===== config.mk =====
export PLATFORM = sky130hd
export DESIGN_NAME = des_round_ctrl
export DESIGN_NICKNAME = d
export VERILOG_FILES = /design/src/rtl/des_ctrl_pkg.sv /design/src/rtl/des_shift_sched.sv /design/src/rtl/des_round_ctrl.sv
export SDC_FILE = /design/constraint.sdc
export NUM_CORES = 1
export LEC_CHECK = 0
export CORE_AREA = 2 2 42 44
export CTS_BUF_LIST = sky130_fd_sc_hd__clkbuf_16
export DETAILED_ROUTE_END_ITERATION = 8
export DIE_AREA = 0 0 44 46
export PLACE_DENSITY = 0.89
export SYNTH_ARGS = -nofsm -noshare
export SYNTH_HDL_FRONTEND = slang
export SYNTH_SLANG_ARGS = --single-unit

===== constraint.sdc =====
create_clock -name clk -period 4.2 [get_ports clk]
set_input_delay 0.84 -clock clk [delete_from_list [all_inputs] [get_ports clk]]
set_output_delay 0.84 -clock clk [all_outputs]
set_load 0.01 [all_outputs]

===== src/rtl/des_ctrl_pkg.sv =====
// Shared constants and state type for the DES round sequencer.
// The PASS state exists only when DES_CTRL_TDES_EN is defined.
package des_ctrl_pkg;

    localparam int DES_ROUNDS  = 16;
    localparam int TDES_PASSES = 3;

    // Bit r is set when round r rotates C/D by two (schedule 1,1,2,2,2,2,2,2,1,2,2,2,2,2,2,1)
    localparam logic [15:0] DES_SHIFT_SCHED = 16'h7EFC;

`ifdef DES_CTRL_TDES_EN
    typedef enum logic [1:0] {
        IDLE  = 2'd0,
        ROUND = 2'd1,
        PASS  = 2'd2,
        DONE  = 2'd3
    } state_t;
`else
    typedef enum logic [1:0] {
        IDLE  = 2'd0,
        ROUND = 2'd1,
        DONE  = 2'd3
    } state_t;
`endif

    function automatic logic shift_is2(input logic [3:0] r);
        return DES_SHIFT_SCHED[r];
    endfunction

endpackage


===== src/rtl/des_shift_sched.sv =====
// Combinational C/D rotation control for one DES round, encrypt or decrypt.
// Decrypt walks the schedule backwards and skips the rotation in round 0.
module des_shift_sched
    import des_ctrl_pkg::*;
(
    input  logic [3:0] round,
    input  logic       decrypt,
    output logic       shift_en,
    output logic       shift2,
    output logic       shift_right
);

    logic [3:0] sched_idx;

    // 16 - round, modulo 16; round 0 never uses it because the shift is suppressed
    assign sched_idx   = decrypt ? (4'd0 - round) : round;
    assign shift_en    = ~decrypt | (round != 4'd0);
    assign shift2      = shift_en & shift_is2(sched_idx);
    assign shift_right = decrypt;

endmodule


===== src/rtl/des_round_ctrl.sv =====
// Iterative DES round sequencer: load, 16 round strobes, hold result until taken.
// Define DES_CTRL_TDES_EN to add the triple-DES pass sequencing (PASS state, key_sel).
//
// state | meaning
// IDLE  | waiting for a block, in_ready=1
// ROUND | one round per cycle, round index 0..15
// PASS  | TDES only: reload L/R (swapped) and C/D from the next key
// DONE  | out_valid=1, datapath holds until out_ready
module des_round_ctrl
    import des_ctrl_pkg::*;
(
    input  logic       clk,
    input  logic       rst,
    input  logic       in_valid,
    output logic       in_ready,
    input  logic       in_decrypt,
    input  logic       in_tdes,
    output logic       out_valid,
    input  logic       out_ready,
    output logic       dp_load,
    output logic       dp_pass_load,
    output logic       dp_round_en,
    output logic [3:0] dp_round,
    output logic       dp_shift_en,
    output logic       dp_shift2,
    output logic       dp_shift_right,
    output logic [1:0] dp_key_sel,
    output logic       busy
);

    state_t     state;
    logic [3:0] round;
    logic       decrypt_q;
    logic [1:0] key_sel;
    logic       accept;
    logic       last_round;
    logic       in_round;
    logic       sh_en;
    logic       sh2;
    logic       sh_right;

    assign in_ready   = ~rst & ((state == IDLE) | ((state == DONE) & out_ready));
    assign accept     = in_ready & in_valid;
    assign last_round = (round == 4'(DES_ROUNDS - 1));

`ifdef DES_CTRL_TDES_EN
    logic       tdes_q;
    logic       start_dec_q;
    logic [1:0] pass;
    logic       tdes_more;

    assign tdes_more = tdes_q & (pass != 2'(TDES_PASSES - 1));
`else
    logic unused_tdes;

    assign unused_tdes = in_tdes;
    assign key_sel     = 2'd0;
`endif

    always_ff @(posedge clk) begin
        if (rst) begin
            state     <= IDLE;
            round     <= 4'd0;
            decrypt_q <= 1'b0;
`ifdef DES_CTRL_TDES_EN
            tdes_q      <= 1'b0;
            start_dec_q <= 1'b0;
            pass        <= 2'd0;
            key_sel     <= 2'd0;
`endif
        end else begin
            case (state)
                IDLE, DONE: begin
                    if (accept) begin
                        state     <= ROUND;
                        round     <= 4'd0;
                        decrypt_q <= in_decrypt;
`ifdef DES_CTRL_TDES_EN
                        tdes_q      <= in_tdes;
                        start_dec_q <= in_decrypt;
                        pass        <= 2'd0;
                        // decrypt chain starts from the last key
                        key_sel     <= (in_tdes & in_decrypt) ? 2'd2 : 2'd0;
`endif
                    end else if ((state == DONE) && out_ready) begin
                        state <= IDLE;
                    end
                end
                ROUND: begin
                    if (last_round) begin
`ifdef DES_CTRL_TDES_EN
                        if (tdes_more) begin
                            // key_sel moves ahead so PASS already presents the next key
                            state     <= PASS;
                            pass      <= pass + 2'd1;
                            key_sel   <= start_dec_q ? (key_sel - 2'd1) : (key_sel + 2'd1);
                            decrypt_q <= ~decrypt_q;
                        end else begin
                            state <= DONE;
                        end
`else
                        state <= DONE;
`endif
                    end else begin
                        round <= round + 4'd1;
                    end
                end
`ifdef DES_CTRL_TDES_EN
                PASS: begin
                    state <= ROUND;
                    round <= 4'd0;
                end
`endif
                default: state <= IDLE;
            endcase
        end
    end

    des_shift_sched u_shift_sched (
        .round       (round),
        .decrypt     (decrypt_q),
        .shift_en    (sh_en),
        .shift2      (sh2),
        .shift_right (sh_right)
    );

    assign in_round       = ~rst & (state == ROUND);
    assign dp_load        = accept;
    assign dp_round_en    = in_round;
    assign dp_round       = in_round ? round : 4'd0;
    assign dp_shift_en    = in_round & sh_en;
    assign dp_shift2      = in_round & sh2;
    assign dp_shift_right = in_round & sh_right;
    assign out_valid      = ~rst & (state == DONE);
    assign busy           = ~rst & (state != IDLE);
    assign dp_key_sel     = rst ? 2'd0 : key_sel;

`ifdef DES_CTRL_TDES_EN
    assign dp_pass_load = ~rst & (state == PASS);
`else
    assign dp_pass_load = 1'b0;
`endif

endmodule

==> qor.txt, run 1 <==
====================================================================================================
Mapped Cells                                                                                      93
Number of core rows                                                                               15
CTS tree                                                                                       built
Destination of the worst register-to-register timing path                                   state[0]
Area of the multi-input gates                                                                513 um2
Clock-pin slew reported for the worst setup and hold paths after clock tree synthesis        0.04 ns
Clk buf depth                                                                                      2
Via count of the first global-routing pass                                                       631
MaxCap Viol Count                                                                                  0
DRC viols                                                                                          0
EDFF count, synth                                                                                  0
Maximum achievable frequency                                                                 308 MHz
Power density of the placed cells                                                         308 mW/mm2
Sequential share of the synthesized area                                                       0.193
Cell breakdown of the critical path                                                     clkdlybuf4s50_1 -> buf_4 -> nor2b_1 -> nand2_1 -> inv_1 -> clkdlybuf4s50_1
Number of detailed-routing iterations run before antenna repair                                    4
Number of sinks on the clock net                                                                   7
Standard cell with the maximum stage delay on the critical path                         sky130_fd_sc_hd__clkdlybuf4s50_1
Crit path arrival time                                                                       2.40 ns
Floorplan Core Area                                                                      0.00161 mm2
Crit Path Max Fanout                                                                              13
Leading area contributor after synthesis                                                sky130_fd_sc_hd__dfxtp_1
Final Net Count                                                                                  122
Detailed router's first-iteration violation count                                                 13
Resized Gates After CTS                                                                            0
Stage delay of the slowest cell on the critical path                                         0.53 ns
GRT met1 Usage                                                                                 0.172
Ys Warns                                                                                           0
Synth cell types                                                                                  42
Number of cells on the worst reg-to-reg path                                                       5
Total Neg Setup Slack                                                                           0 ns
Outcome                                                                                 finished, final reports clean
Cell Area, Synth                                                                             727 um2
Final Hold Vio Count                                                                               0
Crit. End Element                                                                       primary output
Maximum resistive drop on vdd                                                               0.192 mV
Minimum period implied by the final worst setup slack                                        3.24 ns
Final Instance Count excl. Fillers                                                               126
Vertical die dimension                                                                         46 um
Hold Path Class                                                                           reg -> reg
Gr busiest metal                                                                                met2
CP Launch Type                                                                            input port
Largest cells by area after synthesis                                                   sky130_fd_sc_hd__dfxtp_1, sky130_fd_sc_hd__ha_1, sky130_fd_sc_hd__buf_4
Share of Yosys cell area claimed by the top area cell type                                     0.193
Number of filler instances in the final layout                                                   148
Launching instance or port of the critical path                                                  rst
Die X-Extent                                                                                   44 um
CTS root buffer                                                                         sky130_fd_sc_hd__clkbuf_16
Post-route cell area                                                                         951 um2
Cell repeated most along the worst path                                                 sky130_fd_sc_hd__clkdlybuf4s50_1
Worst Path Class, Setup                                                                    in -> out
Final Wtd Congestion                                                                           0.757
Combined flip-flop and latch cell area                                                       140 um2
# IOs                                                                                             21
Area delta synth->final                                                                        30.8%
Ant diodes                                                                                         0
Required time worst endpoint                                                                 3.36 ns
Pin count of the biggest net entering global routing                                              14
Most instantiated cells after synthesis                                                 sky130_fd_sc_hd__inv_1, sky130_fd_sc_hd__nand2_1, sky130_fd_sc_hd__dfxtp_1
Sum of net half-perimeters after detailed placement                                          1190 um
Total wirelength of the detailed-routed design                                               1630 um
Part of the cycle the worst path needs                                                         0.772
Total Die Area                                                                           0.00202 mm2
Worst-case hold path end point                                                              state[1]
Worst hold stages                                                                                  2
Post-placement cell count                                                                        122
Clock Skew                                                                                0.00245 ns
Number of storage elements in the synthesis netlist                                                7
Clock Latency Late Sink                                                                      0.24 ns
Routed wire length per instance                                                              12.9 um
Setup violation total in the final timing report                                                   0
Ratio of routed vias to standard cells                                                          5.69
Total setup buffers inserted after CTS                                                             0
Overflow after GRT                                                                                 0
Flip-flop cell with the highest count after synthesis                                   sky130_fd_sc_hd__dfxtp_1
Number of antenna violations at the first check in global routing                                  0
P_leak                                                                                   0.000375 uW
Post-Synthesis Mean Instance Area                                                           7.82 um2
Effective utilization at floorplan                                                             0.450
Wire length of the first global-routing pass                                                 2620 um
Layout cells sized above 1                                                                    0.0826
Max H-tree Level                                                                                   1
Number of buffers created by CTS                                                                   3
Crit Reg-Reg Startpoint                                                                     state[0]
Vias                                                                                             717
Hold buffer count at cts                                                                           0
IO buf count                                                                                      16
Number of max-slew violations in the final report                                                  0
Setup slack of the most critical reg-to-reg path                                             2.35 ns
Hold Startpoint                                                                             state[1]
Global-route usage over all layers                                                             0.183
Share of flip-flops with an asynchronous set or reset after synthesis                              0
Placed Area                                                                                  872 um2
Global-route met3 utilization                                                                 0.0794
GRT met2 Usage                                                                                 0.338
Setup repair after global routing missed its margin                                            false
Post-detailed-route count of antenna-violating nets                                                0
====================================================================================================
cells by family after synthesis:
kind of cell | share of synthesized area
adder cells (fa/ha/maj) | 0.103
AO/OA/AOI/OAI | 0.256
flip-flops | 0.193
multiplexers | 0.0275
other | 0.00516
AND/OR/NAND/NOR | 0.291
buffers and inverters | 0.112
XOR/XNOR | 0.0121
flip-flops by register name, indices dropped and copies added (netlist names):
register	flops
decrypt_q	1
round	4
state	2
cell type report:
cell class	count	area share
Clock inverter	1	0.00395
Tap cell	17	0.0224
Multi-Input combinational cell	73	0.539
Clock buffer	3	0.0789
Inverter	8	0.0316
Sequential cell	7	0.147
Timing Repair Buffer	17	0.176
critical path, delay by kind of cell:
kind          cells  cell delay [ns]
buf+inv           4             1.20
simple gates      2             0.37
per-stage QoR:
| stage | total power (uW) | hold WS (ns) | utilization | worst slack [ns] |
|---|---|---|---|---|
| after floorplan | 113 | 0.508 | - | 1.75 |
| after global placement | 127 | 0.543 | 0.540 | 0.962 |
| after detailed placement | 128 | 0.549 | 0.540 | 0.947 |
| after CTS | 292 | 0.560 | 0.589 | 0.947 |
| after global routing | 304 | 0.602 | 0.589 | 0.831 |
| final | 293 | 0.558 | 0.589 | 0.958 |
layer usage:
| layer | vias up | share of wire |
|---|---|---|
| li1 | 365 | - |
| met5 | - | 0 |
| met2 | 25 | 0.47 |
| met4 | 0 | 0.017 |
| met3 | 3 | 0.071 |
| met1 | 324 | 0.44 |
worst max path at each step:
stage	to	slack, ns
after global routing	dp_shift2	0.83
after global placement	dp_load	0.96
after detailed placement	dp_shift2	0.95
after floorplan	dp_shift2	1.75
final	dp_load	0.96
after CTS	dp_load	0.95
report_power, final:
part	total, uW	switching [uW]	internal [uW]
clock network	165	41.2	124
logic	55.1	29.6	25.5
registers	72.5	3.58	68.9
total	293	74.3	219
layout by cell type (no fill, tap or decap), types with 2 or more instances in the layout:
| cell type | Yosys | final |
|---|---|---|
| sky130_fd_sc_hd__inv_1 | 8 | 9 |
| sky130_fd_sc_hd__nor2_1 | 6 | 6 |
| sky130_fd_sc_hd__nor3_1 | 2 | 2 |
| sky130_fd_sc_hd__nand4_1 | 2 | 2 |
| sky130_fd_sc_hd__nand3_1 | 5 | 5 |
| sky130_fd_sc_hd__dfxtp_1 | 7 | 7 |
| sky130_fd_sc_hd__mux2i_1 | 2 | 2 |
| sky130_fd_sc_hd__ha_1 | 6 | 6 |
| sky130_fd_sc_hd__clkdlybuf4s50_1 | 0 | 16 |
| sky130_fd_sc_hd__a21oi_2 | 2 | 2 |
| sky130_fd_sc_hd__a31oi_1 | 4 | 4 |
| sky130_fd_sc_hd__nand2b_1 | 2 | 2 |
| sky130_fd_sc_hd__and2_1 | 3 | 3 |
| sky130_fd_sc_hd__nand2_1 | 8 | 8 |
| sky130_fd_sc_hd__nor2b_1 | 2 | 2 |
| sky130_fd_sc_hd__conb_1 | 1 | 3 |
| sky130_fd_sc_hd__a21o_1 | 3 | 3 |
| sky130_fd_sc_hd__clkbuf_16 | 0 | 3 |
Power figures use the tool's default switching activity.
==> run 2, diff against run 1 <==
Settings changed: CORE_AREA 2 2 42 44 to 2 2 43 45, DIE_AREA 0 0 44 46 to 0 0 45 47, PLACE_DENSITY 0.89 to 0.85.
Clock period 4.2 ns to 3.1 ns, I/O delays scaled along.
==> run 2 against run 1 <==
Effect of this change:
- sequential share of layout area unchanged
- count of clock-buffer cells in the layout unchanged
- sequential cell count unchanged
- core utilization decreased by 1.3 points
- die area increased by 4.5%
- hold slack improved by 0.011 ns
- sequential power increased by 35%
- routed wire length decreased by 0.25%
- combinational power increased by 36%
- critical path depth increased by 1
- first-iteration DRC count decreased by 15%
- power increased by 33%
==> qor.txt, run 2 (synthesis results as in run 1) <==
====================================================================================================
Outcome                                                                                 finished, final reports clean
Wire length of the first global-routing pass                                                 2590 um
Maximum resistive drop on vdd                                                               0.301 mV
Global-route usage over all layers                                                             0.173
Clock-pin slew reported for the worst setup and hold paths after clock tree synthesis        0.03 ns
Clock Skew                                                                                0.00123 ns
Fraction of power consumed by the clock network                                                0.555
Hold buffer count at cts                                                                           0
Crit path arrival time                                                                       2.39 ns
Setup violation total in the final timing report                                                   0
# IOs                                                                                             21
Number of sinks on the clock net                                                                   7
Floorplan Core Area                                                                      0.00165 mm2
Final Wtd Congestion                                                                           0.758
CTS root buffer                                                                         sky130_fd_sc_hd__clkbuf_16
P_leak                                                                                   0.000375 uW
Net switching power                                                                          93.1 uW
Number of max-slew violations in the final report                                                  0
Number of antenna violations at the first check in global routing                                  0
Pin count of the biggest net entering global routing                                              13
Vias                                                                                             722
Final Hold Vio Count                                                                               0
Sum of net half-perimeters after detailed placement                                          1210 um
Number of detailed-routing iterations run before antenna repair                                    4
Setup repair after global routing missed its margin                                            false
Required time worst endpoint                                                                 2.48 ns
Crit. End Element                                                                       primary output
Vertical die dimension                                                                         47 um
Post-route worst setup slack                                                               0.0944 ns
Post-detailed-route count of antenna-violating nets                                                0
Cell-internal power                                                                           296 uW
Overflow after GRT                                                                                 0
Final Net Count                                                                                  122
Clock Latency Late Sink                                                                      0.23 ns
Effective utilization at floorplan                                                             0.440
CP Launch Type                                                                                  flop
Placed Area                                                                                  872 um2
Power density of the placed cells                                                         409 mW/mm2
Via count of the first global-routing pass                                                       602
Detailed router's first-iteration violation count                                                 11
Part of the total power dissipated in sequential elements                                      0.253
Leading cell types in the layout, fill and taps excluded                                sky130_fd_sc_hd__clkdlybuf4s50_1, sky130_fd_sc_hd__inv_1, sky130_fd_sc_hd__nand2_1
Comb pwr share                                                                                 0.193
Number of buffers created by CTS                                                                   3
IO buf count                                                                                      16
Part of the cycle the worst path needs                                                         0.970
Die X-Extent                                                                                   45 um
Resized Gates After CTS                                                                            0
DRC viols                                                                                          0
Switching share of total power                                                                 0.240
Ratio of routed vias to standard cells                                                          5.73
Max H-tree Level                                                                                   1
Post-placement cell count                                                                        122
Total Neg Setup Slack                                                                           0 ns
Layout cells sized above 1                                                                    0.0826
Worst Path Class, Setup                                                                   reg -> out
Ant diodes                                                                                         0
Number of flip-flops under the largest register name                                               4
Routed wire length per instance                                                              12.9 um
Number of core rows                                                                               15
Most common cell after layout, fill and taps aside                                      sky130_fd_sc_hd__clkdlybuf4s50_1
CTS tree                                                                                       built
Maximum achievable frequency                                                                 333 MHz
Post-placement worst setup slack                                                            0.255 ns
Register containing the most flip-flops in the final layout                                    round
Crit Path Max Fanout                                                                               7
Final Instance Count excl. Fillers                                                               126
Total wirelength of the detailed-routed design                                               1630 um
Clk buf depth                                                                                      2
Leading registers by flop count                                                         round (4), state (2), decrypt_q (1)
Hold Path Class                                                                           reg -> reg
Area delta synth->final                                                                        30.8%
Post-route cell area                                                                         951 um2
Total Die Area                                                                           0.00212 mm2
Total setup buffers inserted after CTS                                                             0
MaxCap Viol Count                                                                                  0
Minimum period implied by the final worst setup slack                                        3.01 ns
Total power                                                                                   389 uW
====================================================================================================
==> run 2: cell type report <==
cell class,instances,area (um2)
Multi-Input combinational cell,73,513
Tap cell,17,21.3
Sequential cell,7,140
Timing Repair Buffer,17,168
Inverter,8,30.0
Clock inverter,1,3.75
Fill cell,150,701
Clock buffer,3,75.1
==> run 2: final timing paths <==
path | cells past startpoint | from | end | slack (ns)
setup reg to reg | 5 | state[0] | state[0] | 1.25
setup / recovery | 7 | round[0] | dp_shift2 | 0.09
hold / removal | 2 | state[1] | state[1] | 0.57
hold reg to reg | 2 | state[1] | state[1] | 0.57
==> run 2: power groups by stage <==
stage	Clock (uW)	Sequential (uW)	Combinational, uW
global placement	0	99.1	72.9
CTS	220	98.1	74.6
finish	216	98.2	75.0
detailed placement	0	99.4	73.8
floorplan	0	97.1	56.3
global route	225	98.5	81.5
==> run 2: layer usage <==
layer / up-vias / wire (um) / track usage
li1: 366 / - / -
met1: 330 / 725 / 0.190
met2: 21 / 787 / 0.306
met3: 5 / 72 / 0.0462
met4: 0 / 41 / 0.0882
met5: - / 0 / 0
==> run 2: critical path, cell delays in order, from the launching register on <==
cell and delay (ns):
sky130_fd_sc_hd__dfxtp_1 0.44, sky130_fd_sc_hd__inv_1 0.11, sky130_fd_sc_hd__ha_1 0.39, sky130_fd_sc_hd__a31oi_1 0.20
sky130_fd_sc_hd__nor2_1 0.06, sky130_fd_sc_hd__a211o_1 0.28, sky130_fd_sc_hd__a21boi_1 0.14, sky130_fd_sc_hd__clkdlybuf4s50_1 0.54
==> run 2: per-stage QoR <==
stage | util | hold slack, ns
after floorplan | - | 0.508
after global placement | 0.528 | 0.542
after detailed placement | 0.528 | 0.563
after CTS | 0.576 | 0.572
after global routing | 0.576 | 0.610
final | 0.576 | 0.568
==> RTL change 1: new RTL, settings of run 2 <==
The option `DES_CTRL_TDES_EN` is turned on by a define.
--- a/src/rtl/des_ctrl_pkg.sv
+++ b/src/rtl/des_ctrl_pkg.sv
@@ -1,5 +1,7 @@
 // Shared constants and state type for the DES round sequencer.
 // The PASS state exists only when DES_CTRL_TDES_EN is defined.
+`define DES_CTRL_TDES_EN
+
 package des_ctrl_pkg;
 
     localparam int DES_ROUNDS  = 16;
Function: changed (a bounded check fails within 4 cycles, from zero or initial values and one cycle with rst high).
==> RTL change 1 against run 2 <==
- sequential cell count up 6
- setup slack better by 170 ps
- wire length up 41%
- power up 89%
- sequential power up 110%
- cell count up 28%
- synthesized area up 38%
- critical endpoint unchanged
- clock power up 11%
- fmax up 6.1%
- design area up 33%
- clock skew about the same
- worst hold slack worse by 92 ps
==> RTL change 1: results <==
{
  "outcome": "complete, no violations",
  "power_leakage_nw": 0.4621,
  "drtIter0Drc": 32,
  "io_buffers": 20,
  "reg2reg_to": "decrypt_q$_SDFFE_PP0P_",
  "synth_compound_area_share_pct": 26.56,
  "finClkSkew_ps": 0.7425,
  "synth-adder-area-share_pct": 8.728,
  "vias": 1006,
  "synthTopCellsByArea": "dfxtp_1 26%, ha_1 8.7%, a21oi_1 6.5%, a211oi_1 3.7%, nor2b_1 3.7%",
  "globalplace.congestion": 0.7810,
  "place_hpwl_um": 1654,
  "dpl_cell_area_sq_um": 1186,
  "cpPeakStageDelay_ps": 470,
  "final_nets": 158,
  "ys_top_cells_by_count": "13 x a21oi_1, 13 x dfxtp_1",
  "min_to": "pass[1]$_SDFFE_PP0P_",
  "p_switching_uw": 248.6,
  "synth.area.mux_share_pct": 1.995,
  "ys.flop_type": "dfxtp_1",
  "synth_cell_types": 39,
  "cp_data_arrival_time_ps": 2210,
  "hold_start": "pass[1]$_SDFFE_PP0P_",
  "viasPerCell": 6.248,
  "cp_max_fo": 6,
  "r2r_start": "state[0]$_SDFFE_PP0P_",
  "cts_resized": 0,
  "syn-instance-count": 126,
  "r2r_setup_slack_ps": 1140,
  "grt_first_pass_wirelength_um": 3601,
  "peakVddDrop_v": 0.0004699,
  "r2r_cells": 6,
  "clock_path_buffers": 2,
  "drive_above_1_share_pct": 7.639,
  "firstDrtPassIters": 4,
  "synth-seq-area-share_pct": 25.94,
  "wl_um": 2290,
  "synth_xor_area_share_pct": 2.618
}
## RTL change 1: cell count changes in the layout (fill, tap and decap cells not counted), moves of 3 or more
cell / delta
nor3_1: +4
a211oi_1: +5
xnor2_1: +3
nor2b_1: +4
dfxtp_1: +6
o21ai_0: +3
and3_1: +5
a21oi_1: +12
conb_1: -3
clkdlybuf4s50_1: +4
## RTL change 1: metal layers
metal  vias to the layer above  GRT usage, %  part of all wire (%)
met5                         -             0                     0
met2                        24         42.00                    51
met1                       486         27.63                    43
met4                         0         10.00                   1.7
li1                        491             -                     -
met3                         5         4.615                   3.8
## RTL change 1: power by group through the flow
stage                     logic (mW)  clock network [mW]  registers (mW)
after floorplan                0.225                   0           0.200
after global placement         0.277                   0           0.211
after detailed placement       0.281                   0           0.212
after CTS                      0.285               0.244           0.209
after global routing           0.314               0.254           0.213
final                          0.286               0.240           0.210
## RTL change 1: per-stage QoR
| step | hold WS, ps | power [mW] | setup WS (ps) | utilization [%] |
|---|---|---|---|---|
| floorplan | 453.3 | 0.4254 | 1033 | - |
| global route | 532.5 | 0.7800 | 185.7 | 76.59 |
| global placement | 470.0 | 0.4879 | 443.5 | 71.82 |
| finish | 476.8 | 0.7359 | 268.2 | 76.59 |
| CTS | 478.2 | 0.7380 | 266.3 | 76.59 |
| detailed placement | 471.5 | 0.4936 | 405.3 | 71.82 |
## RTL change 1: final cells by class
cell class | count | area [sq um]
Clock buffer | 3 | 75.07
Clock inverter | 1 | 3.754
Fill cell | 127 | 386.6
Inverter | 8 | 30.03
Multi-Input combinational cell | 97 | 659.4
Sequential cell | 13 | 260.3
Tap cell | 17 | 21.27
Timing Repair Buffer | 22 | 215.2
## RTL change 1: tightest hold or removal path, stage by stage, from the launching register on
cell and delay, ps:
dfxtp_1 300, o21ai_0 70, a21oi_1 60
==> RTL change 2: new RTL, config.mk and constraints of run 2 <==
Without the edit above. The 3 states of `state_t` get a one-hot encoding in 3 bits.
--- a/src/rtl/des_ctrl_pkg.sv
+++ b/src/rtl/des_ctrl_pkg.sv
@@ -16,10 +16,10 @@
         DONE  = 2'd3
     } state_t;
 `else
-    typedef enum logic [1:0] {
-        IDLE  = 2'd0,
-        ROUND = 2'd1,
-        DONE  = 2'd3
+    typedef enum logic [2:0] {
+        IDLE  = 3'b001,
+        ROUND = 3'b010,
+        DONE  = 3'b100
     } state_t;
 `endif
 
Formal check against the unedited RTL: same outputs for any inputs over 10 cycles, from zero or initial values and one cycle with rst high; not proved beyond that.
==> RTL change 2 against run 2 <==
- non-clock buffer count rose by 1
- design area fell by 2.8%
- synthesized area is 5.7% lower
- wire length shrank 8.9%
- largest power group unchanged
- power shrank 1.3%
- setup slack improved by 89 ps
- first-iteration DRC count rose by 55%
- cell count down 7.9%
- core utilization decreased by 1.6 points
- clock skew increased by 0.82 ps
- sequential cell count increased by 1
==> RTL change 2: results <==
{
  "outcome": "complete, no violations",
  "grt_first_pass_wirelength_um": 2511,
  "wl_per_cell_um": 12.78,
  "r2r_cells": 4,
  "synth-seq-area-share_pct": 23.36,
  "power_leakage_nw": 0.3245,
  "firstDrtPassIters": 4,
  "grt_usage_pct": 16.39,
  "drive_above_1_share_pct": 13.13,
  "cpPeakStageDelay_ps": 550,
  "peakVddDrop_v": 0.0003959,
  "clock_path_buffers": 2,
  "hold_depth": 2,
  "largest_registers": "round: 4 flops, state: 3 flops, decrypt_q: 1 flops",
  "cts_made_buffers": 3,
  "worstSkewPairLatency_ps": 230,
  "setup_viol": 0,
  "antenna_found_initial": 0,
  "fill_cells": 145,
  "path_delay_family": "buffers and inverters",
  "syn-instance-count": 83,
  "ys.flop_type": "dfxtp_1",
  "htreeDepth": 1,
  "globalplace.congestion": 0.7833,
  "wl_um": 1482,
  "ys_top_cells_by_count": "8 x dfxtp_1, 6 x a21oi_1, 6 x nor2_1",
  "synthTopCellsByArea": "dfxtp_1 23%, a21oi_1 4.4%, ha_1 3.6%, nor4_1 3.6%, buf_4 3.3%",
  "diodes": 0,
  "cts-root-buf": "clkbuf_16",
  "viasPerCell": 5.836,
  "hp-class": "flop to flop",
  "path_clk_slew_ps": 40,
  "grt_start_max_net_pins": 17,
  "cp_max_fo": 6,
  "first_global_vias": 611,
  "critical_path.slowest_cell": "clkdlybuf4s50_1",
  "finClkSkew_ps": 2.047,
  "io_buffers": 16,
  "cp_data_arrival_time_ps": 2300,
  "synth_cell_types": 44,
  "ys_warn_count": 0,
  "synthArstFlopShare_pct": 0,
  "drtIter0Drc": 17,
  "place_hpwl_um": 1160,
  "final_nets": 109
}
RTL change 2: changes by cell type in the layout (fill, tap and decap cells not counted), sizes merged, moves of 3 or more:
cell    change
a21o        -3
nand3       -5
ha          -4
a21oi       +3
inv         -5
nor4        +4
nand2       -3
a31oi       -4
nand3b      +3
RTL change 2: per-stage QoR:
stage,setup slack (ps),instance area [sq um]
after floorplan,934.8,693.2
after global placement,294.5,848.3
after detailed placement,261.3,848.3
after CTS,147.7,923.4
after global routing,81.47,924.6
final,183.0,924.6
RTL change 2: report_power, final:
| group | internal, mW | switching [mW] |
|---|---|---|
| logic | 0.0278 | 0.0242 |
| clock network | 0.166 | 0.0500 |
| registers | 0.107 | 0.00873 |
| total | 0.301 | 0.0829 |
RTL change 2: cell families after synthesis:
kind of cell | synth area share (%)
AOI/OAI and AO/OA | 25.19
xor gates and xnor gates | 2.555
adders and majority gates | 3.649
buffers and inverters | 8.210
DFF | 23.36
muxes | 1.460
other | 0.5469
and+or+nand+nor | 35.04
RTL change 2: metal layers:
layer	up-vias	wire length (um)	GRT usage [%]
met1	316	663	20.19
li1	332	-	-
met3	4	77	4.615
met5	-	0	0
met2	25	709	26.57
met4	0	31	7.647
RTL change 2: worst reg2reg max path, delay by kind of cell (launching register included):
family,cells,cell delay (ps)
mux,1,210
flops,1,610
simple gates,2,410
compound gates,1,280
RTL change 2: final timing paths:
| path | start | end | slack, ps |
|---|---|---|---|
| max | round[1]$_SDFFE_PP0P_ | dp_shift2 | 180 |
| min | round[0]$_SDFFE_PP0P_ | round[0]$_SDFFE_PP0P_ | 540 |
| max reg2reg | state[0]$_SDFFE_PP1P_ | decrypt_q$_SDFFE_PP0P_ | 1480 |
| min reg2reg | round[0]$_SDFFE_PP0P_ | round[0]$_SDFFE_PP0P_ | 540 |
RTL change 2: area by class of cell:
type                       count  area share, %
sequential                     8          17.46
clock buffer                   3          8.119
tap                           17          2.300
inverter                       4          1.624
multi-input combinational     66          51.56
timing repair buffer          18          18.94
RTL change 2: repair_timing:
action | CTS | global route
buffers inserted | 0 | 0
gates resized for setup | 0 | 1
setup endpoints to repair | 0 | 1
